File: config.mk
export PLATFORM = sky130hd
export DESIGN_NAME = hollywood_hash_search
export DESIGN_NICKNAME = d
export VERILOG_FILES = /design/src/rtl/hollywood_hash_search.sv
export SDC_FILE = /design/constraint.sdc
export NUM_CORES = 1
export LEC_CHECK = 0
export BUFFER_PORTS_ARGS = -buffer_cell sky130_fd_sc_hd__buf_2
export CORE_AREA = 5 5 120 122
export CTS_BUF_LIST = sky130_fd_sc_hd__clkbuf_8
export DETAILED_ROUTE_END_ITERATION = 12
export DIE_AREA = 0 0 125 127
export PLACE_DENSITY = 0.75
export SYNTH_ARGS = -nofsm -noshare
export SYNTH_HDL_FRONTEND = slang
export SYNTH_SLANG_ARGS = --single-unit
File: constraint.sdc
create_clock -name clk -period 3.1 [get_ports clk]
set_input_delay 0.31 -clock clk [delete_from_list [all_inputs] [get_ports clk]]
set_output_delay 0.31 -clock clk [all_outputs]
set_load 0.005 [all_outputs]
File: src/rtl/hollywood_hash_search.sv
// Framed password-candidate hash checker: runs the r4/r6 hash over each
// sop..eop candidate and reports one result per candidate.
module hollywood_hash_search #(
    parameter int unsigned      DATA_W    = 16,
    parameter int unsigned      IDX_W     = 32,
    parameter logic [DATA_W-1:0] R4_TARGET = DATA_W'(16'hFEB1),
    parameter logic [DATA_W-1:0] R6_TARGET = DATA_W'(16'h9298),
    parameter logic [DATA_W-1:0] INIT_R4   = '0,
    parameter logic [DATA_W-1:0] INIT_R6   = '0
) (
    input  logic              clk,
    input  logic              reset,
    input  logic              in_valid,
    output logic              in_ready,
    input  logic              in_sop,
    input  logic              in_eop,
    input  logic [DATA_W-1:0] in_data,
    output logic              out_valid,
    input  logic              out_ready,
    output logic              out_match,
    output logic [IDX_W-1:0]  out_index,
    output logic [DATA_W-1:0] out_r4,
    output logic [DATA_W-1:0] out_r6,
    output logic [IDX_W-1:0]  match_count,
    output logic              proto_err
);

    localparam int unsigned HALF = DATA_W / 2;

    typedef enum logic [1:0] {
        IDLE   = 2'd0,
        ACCUM  = 2'd1,
        CHECK  = 2'd2,
        REPORT = 2'd3
    } state_t;

    state_t              state_q, state_d;
    logic [DATA_W-1:0]   r4_q, r4_d;
    logic [DATA_W-1:0]   r6_q, r6_d;
    logic                out_valid_q, out_valid_d;
    logic                out_match_q, out_match_d;
    logic [IDX_W-1:0]    out_index_q, out_index_d;
    logic [DATA_W-1:0]   out_r4_q, out_r4_d;
    logic [DATA_W-1:0]   out_r6_q, out_r6_d;
    logic [IDX_W-1:0]    match_count_q, match_count_d;
    logic                proto_err_q, proto_err_d;

    logic                beat;
    logic [DATA_W-1:0]   sw, base_r4, base_r6, sum, hash_r4, hash_r6;

    function automatic logic [DATA_W-1:0] half_swap(input logic [DATA_W-1:0] x);
        return {x[HALF-1:0], x[DATA_W-1:HALF]};
    endfunction

    // Ready depends only on state so the generator never sees a valid->ready loop.
    assign in_ready = (state_q == IDLE) || (state_q == ACCUM);
    assign beat     = in_valid && in_ready;

    // One hash round; an sop beat restarts from the initial values.
    always_comb begin
        sw      = half_swap(in_data);
        base_r4 = in_sop ? INIT_R4 : r4_q;
        base_r6 = in_sop ? INIT_R6 : r6_q;
        hash_r4 = base_r6 ^ sw;
        sum     = base_r4 + sw;
        hash_r6 = half_swap(sum);
    end

    always_comb begin
        state_d       = state_q;
        r4_d          = r4_q;
        r6_d          = r6_q;
        out_valid_d   = out_valid_q;
        out_match_d   = out_match_q;
        out_index_d   = out_index_q;
        out_r4_d      = out_r4_q;
        out_r6_d      = out_r6_q;
        match_count_d = match_count_q;
        proto_err_d   = proto_err_q;

        case (state_q)
            IDLE: begin
                if (beat) begin
                    if (in_sop) begin
                        r4_d    = hash_r4;
                        r6_d    = hash_r6;
                        state_d = in_eop ? CHECK : ACCUM;
                    end else begin
                        proto_err_d = 1'b1;
                    end
                end
            end
            ACCUM: begin
                if (beat) begin
                    if (in_sop) begin
                        proto_err_d = 1'b1;
                    end
                    r4_d    = hash_r4;
                    r6_d    = hash_r6;
                    state_d = in_eop ? CHECK : ACCUM;
                end
            end
            CHECK: begin
                out_match_d = (r4_q == R4_TARGET) && (r6_q == R6_TARGET);
                out_r4_d    = r4_q;
                out_r6_d    = r6_q;
                out_valid_d = 1'b1;
                state_d     = REPORT;
            end
            REPORT: begin
                if (out_valid_q && out_ready) begin
                    out_valid_d = 1'b0;
                    out_index_d = out_index_q + IDX_W'(1);
                    if (out_match_q && (match_count_q != '1)) begin
                        match_count_d = match_count_q + IDX_W'(1);
                    end
                    state_d = IDLE;
                end
            end
            default: state_d = IDLE;
        endcase
    end

    always_ff @(posedge clk) begin
        if (reset) begin
            state_q       <= IDLE;
            r4_q          <= INIT_R4;
            r6_q          <= INIT_R6;
            out_valid_q   <= 1'b0;
            out_match_q   <= 1'b0;
            out_index_q   <= '0;
            out_r4_q      <= '0;
            out_r6_q      <= '0;
            match_count_q <= '0;
            proto_err_q   <= 1'b0;
        end else begin
            state_q       <= state_d;
            r4_q          <= r4_d;
            r6_q          <= r6_d;
            out_valid_q   <= out_valid_d;
            out_match_q   <= out_match_d;
            out_index_q   <= out_index_d;
            out_r4_q      <= out_r4_d;
            out_r6_q      <= out_r6_d;
            match_count_q <= match_count_d;
            proto_err_q   <= proto_err_d;
        end
    end

    assign out_valid   = out_valid_q;
    assign out_match   = out_match_q;
    assign out_index   = out_index_q;
    assign out_r4      = out_r4_q;
    assign out_r6      = out_r6_q;
    assign match_count = match_count_q;
    assign proto_err   = proto_err_q;

endmodule
; ---- Yosys cells after proc, flatten, opt, wreduce, memory -nomap -nowiden
; Index checks and enable logic that the tools add are counted.
[classes]
add_sub_neg = 3
multipliers = 0
n_div = 0
n_lt_le_gt_ge = 0
n_eq_ne = 12
shift = 0
mux = 23
bitwise = 1
reduce_logical = 14
[ops]
columns = cell, count
row1 = 2-to-1 mux 16 bit, 8
row2 = adder 32 x 1 -> 32 bit (second input constant), 2
row3 = one-hot mux 16 bit (2 select lines), 2
row4 = == test 16 bit (second input constant), 2
row5 = != test 32 bit (second input constant), 1
row6 = adder 16 bit, 1
row7 = XOR 16 bit, 1
row8 = != test 2 bit (second input constant), 6
row9 = 2-to-1 mux 2 bit, 5
row10 = one-hot mux 2 bit (4 select lines), 1
row11 = AND reduction 4 bit, 2
row12 = 2-to-1 mux 1 bit, 5
row13 = AND reduction 5 bit, 1
row14 = == test 2 bit (second input constant), 2
row15 = logical AND 1 bit, 4
row16 = one-hot mux 1 bit (2 select lines), 2
row17 = AND reduction 2 bit, 2
row18 = nonzero test 2 bit, 2
row19 = AND reduction 3 bit, 1
row20 = == test 2 x 1 -> 1 bit (second input constant), 1
row21 = logical NOT 2 bit, 1
row22 = logical OR 1 bit, 1
[totals]
regBits = 133
latchBits = 0
mem_bits_rw = 0
mem_bits_ro = 0
word_cells = 63
memories = 0

; ---- Depth between registers and ports, before layout
[depth]
depth_word = 5
mapped_depth = 12
ltp_nobuf = 9

; ---- Worst setup path before layout
; OpenSTA, ideal clock, no wires.
[synth_timing]
path_kind = input -> register
startpoint = input in_sop
endpoint = register r6_q[4]
arrival_time_ps = 3032
t_required_ps = 3024
setup_slack_ps = -7
path_stages = 12
path_cell_list = clkbuf_1 > buf_1 > clkbuf_1 > nor2b_1 > ha_1 > fa_1 > a21o_1 > a221oi_1 > nand3b_1 > o21ai_0 > mux2_2 > o22ai_1
[synth_via]
elab_chain_cells = 5
elab_cells_between_ends = 8
cone_classes = add/sub (1) / eq/ne (1) / mux (5) / reduce/logical (1)
[synth_lines]
columns = element, line
row1 = start: declaration, 15  ; input logic in_sop,
row2 = 2-to-1 mux 16 bit, 62  ; base_r4 = in_sop ? INIT_R4 : r4_q;
row3 = adder 16 bit, 65  ; sum = base_r4 + sw;
row4 = 2-to-1 mux 16 bit, 84  ; if (in_sop) begin
row5 = 2-to-1 mux 16 bit, 83  ; if (beat) begin
row6 = one-hot mux 16 bit (2 select lines), 81  ; case (state_q)
row7 = end signal: assignment, 139  ; r6_q <= r6_d;
row8 = end: declaration, 39  ; logic [DATA_W-1:0] r6_q, r6_d;
; Parallel ways exist; a longest one is shown, timed or not. The select of a mux whose other input is x is not followed.
; A chain may end at the register's enable or synchronous reset.

; ---- Final worst setup path
[layout_timing]
startpoint = register r4_q[0]
endpoint = register r6_q[4]
[layout_via]
elab_chain_cells = 5
elab_cells_between_ends = 6
cone_classes = add/sub (1) / mux (5)
[layout_lines]
columns = element, line
row1 = start: declaration, 38  ; logic [DATA_W-1:0] r4_q, r4_d;
row2 = start signal: assignment, 138  ; r4_q <= r4_d;
row3 = 2-to-1 mux 16 bit (*), 62
row4 = adder 16 bit (*), 65
row5 = 2-to-1 mux 16 bit, 84
row6 = 2-to-1 mux 16 bit, 83
row7 = one-hot mux 16 bit (2 select lines) (*), 81
; Mark *: on every way between the ends. The rest lies on a longest branch, timed or not. The select of a mux whose other input is x is not followed.

==> impl_results.md <==
- Count of buffers from port buffering: between 100 and 150
- Slew at the pin closest to its max-slew limit: about 760 ps
- Critical Path Fanout Max: 5
- Worst hold margin: ~160 ps
- Number of global-route vias before repair: 5348
- RSZ-0062 raised after global routing: false
- Clock-pin slew on the worst setup and hold paths: 80 ps
- Post-DRT Antenna Nets: 0
- Worst-case headroom to the max-slew limit: 48.9%
- Global-route wire length before repair: 26400 microns
- Number of antenna violations at the first check in global routing: 1
- Minimum period implied by the final worst setup slack: 2560 ps
- Run status: completed
- Ys Warns: 0
- Worst-Skew Late Latency: 450 ps
- Drt first-iter violations: 321
- Period utilization: 82.5%
- Max-capacitance violation count: 0
- Effective utilization at floorplan: 49.0%
- Peak VDD IR: around 0.25 mV
- WL final: 16100 microns
- Number of enable-type register cells in the synthesized netlist: 0
- H-tree level count: 4
- Die Span Y: 127 microns
- Number of standard cells after synthesis: approximately 780
- Maximum achievable frequency: 0.391 GHz
- Worst path required time: approximately 3500 ps
- Share of synthesized flip-flops with an asynchronous set or reset: 0%
- TritonRoute pass-1 iters: 5
- Pin count of the biggest net entering global routing: 50
- Simple logic cell fraction of the synthesized area: between 20% and 30%
- Unique cell type count in the Yosys netlist: 54
- Setup slack of the critical path after layout: 542 ps
- Syn Area/Cell: around 8.2 sq um
- Core outline area: between 0.01 and 0.015 sq mm
- Die area: 0.0159 sq mm
- Final #Nets: 931
- TritonCTS clock tree: yes
- Worst Setup Start Kind: flop
- CTS Root Cell: clkbuf_8
- Most common library cell in the layout ignoring fill and taps: dfxtp_1
- Crit. End Element: flop
- Post-place setup slack: between 500 and 600 ps
- Number of buffers created by CTS: 17
- Main combinational cell family by area after synthesis: simple AND/OR/NAND/NOR gates
- Library cell contributing the largest single delay on the critical path: fa_1
- Adder and majority gate portion of the synthesized area: 3.63%
- FF/Latch Area: 0.00266 sq mm
- Setup TNS: 0 ps
- Via count: a little under 6000
- Nets in the synthesized netlist: slightly above 800
- Static leakage: 0.00309 uW
- Via/cell ratio: approximately 5.3
- XOR/XNOR share of the synthesized area: 10.8%
- Worst path cell trace: nor2b_1 > ha_1 > fa_1 > a21o_1 > a221oi_1 > nand3b_1 > o21ai_0 > mux2_2 > o22ai_1
- Sequential area share after synthesis: just over 40%
- Number of buffers between clock root and the deepest sink: 2
- Kind of cell adding the most delay to the critical path: compound AO/OA/AOI/OAI gates
- Power density over cell area: 487 mW/mm^2
- Most frequent cells in the layout: dfxtp_1 (133), buf_2 (120), nand2_1 (112)
- Clock tree sinks: 133
- Most frequently used flop master after synthesis: dfxtp_1
- Final hold viol count: 0
- Cell Area, Synth: roughly 0.0064 sq mm
- Detailed placement HPWL: 11900 microns
- Arrival time of the worst setup path: 2940 ps
- Area occupied by multi-input gates: 0.00359 sq mm
- Fraction of final layout cells with drive strength greater than 1: 19.0%
- CTS Hold Bufs: 0
- Setup-violating endpoint count in the final report: 0
- Post-CTS setup buffer count: 0
- Number of fill cells: 1253
- Placed Cells incl. Taps: 1048
- Routability cong.: roughly 0.9
- Resized Gates After CTS: 0
- Count of state elements after synthesis: 133
- Count of placed standard cells in the final layout, fillers left out: approximately 1100
- Critical path type: reg2reg
- Count of buffering cells on the critical path with inverters included: 0
- DRC errors left: 0
- Horizontal die dimension: approximately 130 microns
- Maximum cell stage delay along the critical path: 410 ps
- Global-route total usage across every layer: 20.1%
- Post-synthesis compound-gate area fraction: 12.6%
- Number of core rows: between 40 and 50
- Hold Crit Class: in2reg
- Post-synthesis mux area share: 0.508%
- Number of primary I/O pins: about 120
- Layout Skew: 9.57 ps
- Synth-to-Final Area Change: 18.6%
- Count of final max-slew check failures: 0
- Detailed-route wire length per cell: 14.9 microns
- Sum of overflow across all layers after global routing: 0
==> layout make-up <==
| class | instances | area share [%] |
|---|---|---|
| flip-flops and latches | 133 | 35.0 |
| inverters | 6 | 0.296 |
| repair buffers | 131 | 8.98 |
| clock buffers | 17 | 3.08 |
| well taps | 176 | 2.90 |
| diodes | 1 | 0.0329 |
| multi-input cells | 602 | 47.2 |
| clock inverters | 15 | 2.48 |
==> tightest hold or removal path, delay by kind of cell <==
family	cells	cell delay, ps
buffers and inverters	1	110
AO/OA/AOI/OAI	2	140
==> logic make-up after synthesis <==
| group | Yosys count |
|---|---|
| simple gates | 364 |
| compound gates | 138 |
| flops | 133 |
| xor+xnor | 79 |
| buf+inv | 42 |
| fa+ha+maj | 18 |
| mux | 3 |
==> metal layers <==
layer | share of wire [%] | GRT usage [%]
met2 | 46 | 32.2
met5 | 0 | 0
met4 | 2.8 | 8.23
met3 | 5.5 | 5.38
met1 | 45 | 26.0
==> final timing paths <==
kind / from / to / slack [ps] / cells after the start
worst min register to register: out_r4[3] / out_r4[3] / 450 / 2
worst max register to register: r4_q[0] / r6_q[4] / 540 / 9
worst min-delay path: in_eop / state_q[1] / 160 / 3
worst max-delay path: r4_q[0] / r6_q[4] / 540 / 9
==> synthesized netlist by cell type (3+ instances only) <==
| cell type | count | area, sq um |
|---|---|---|
| dfxtp_1 | 133 | 2660 |
| nand2_1 | 112 | 420 |
| nor2_1 | 92 | 345 |
| a21oi_1 | 72 | 360 |
| xnor2_1 | 41 | 359 |
| xor2_1 | 38 | 333 |
| nor2b_1 | 35 | 219 |
| clkbuf_1 | 31 | 116 |
| nand3_1 | 26 | 130 |
| nand4_1 | 20 | 125 |
| o21ai_0 | 20 | 100 |
| a211oi_1 | 19 | 143 |
| ha_1 | 17 | 213 |
| nor3_1 | 16 | 80.1 |
| and3_1 | 12 | 75.1 |
| and4_1 | 11 | 96.3 |
| or3_1 | 7 | 43.8 |
| inv_1 | 6 | 22.5 |
| a21o_1 | 5 | 37.5 |
| nand2b_1 | 5 | 31.3 |
| buf_1 | 4 | 15.0 |
| nor4_1 | 4 | 25.0 |
| o211ai_1 | 4 | 30.0 |
| o22ai_1 | 4 | 25.0 |
| nand3b_1 | 3 | 22.5 |
| o21a_1 | 3 | 22.5 |
| or4_1 | 3 | 22.5 |
==> power breakdown <==
part	internal (uW)	switching [uW]	total (uW)	leakage (uW)
Combinational	140	197	337	0.00180
Clock	866	686	1550	0.000212
Sequential	1760	56.3	1810	0.00108
Total	2760	939	3700	0.00309
==> metrics by stage <==
step	utilization, %	area, sq um	power [uW]
after global routing	58.1	7600	3860
after floorplan	-	6410	2070
after global placement	54.9	7180	2180
final	58.1	7600	3700
after detailed placement	54.9	7180	2190
after CTS	58.1	7600	3740
==> flip-flops by register name, summed over array words and instances, names as in the netlist <==
| name | cells |
|---|---|
| out_match | 1 |
| out_index | 32 |
| out_r6 | 16 |
| proto_err | 1 |
| match_count | 32 |
| r6_q | 16 |
| state_q | 2 |
| r4_q | 16 |
| out_valid | 1 |
| out_r4 | 16 |
Power figures use the tool's default switching activity.
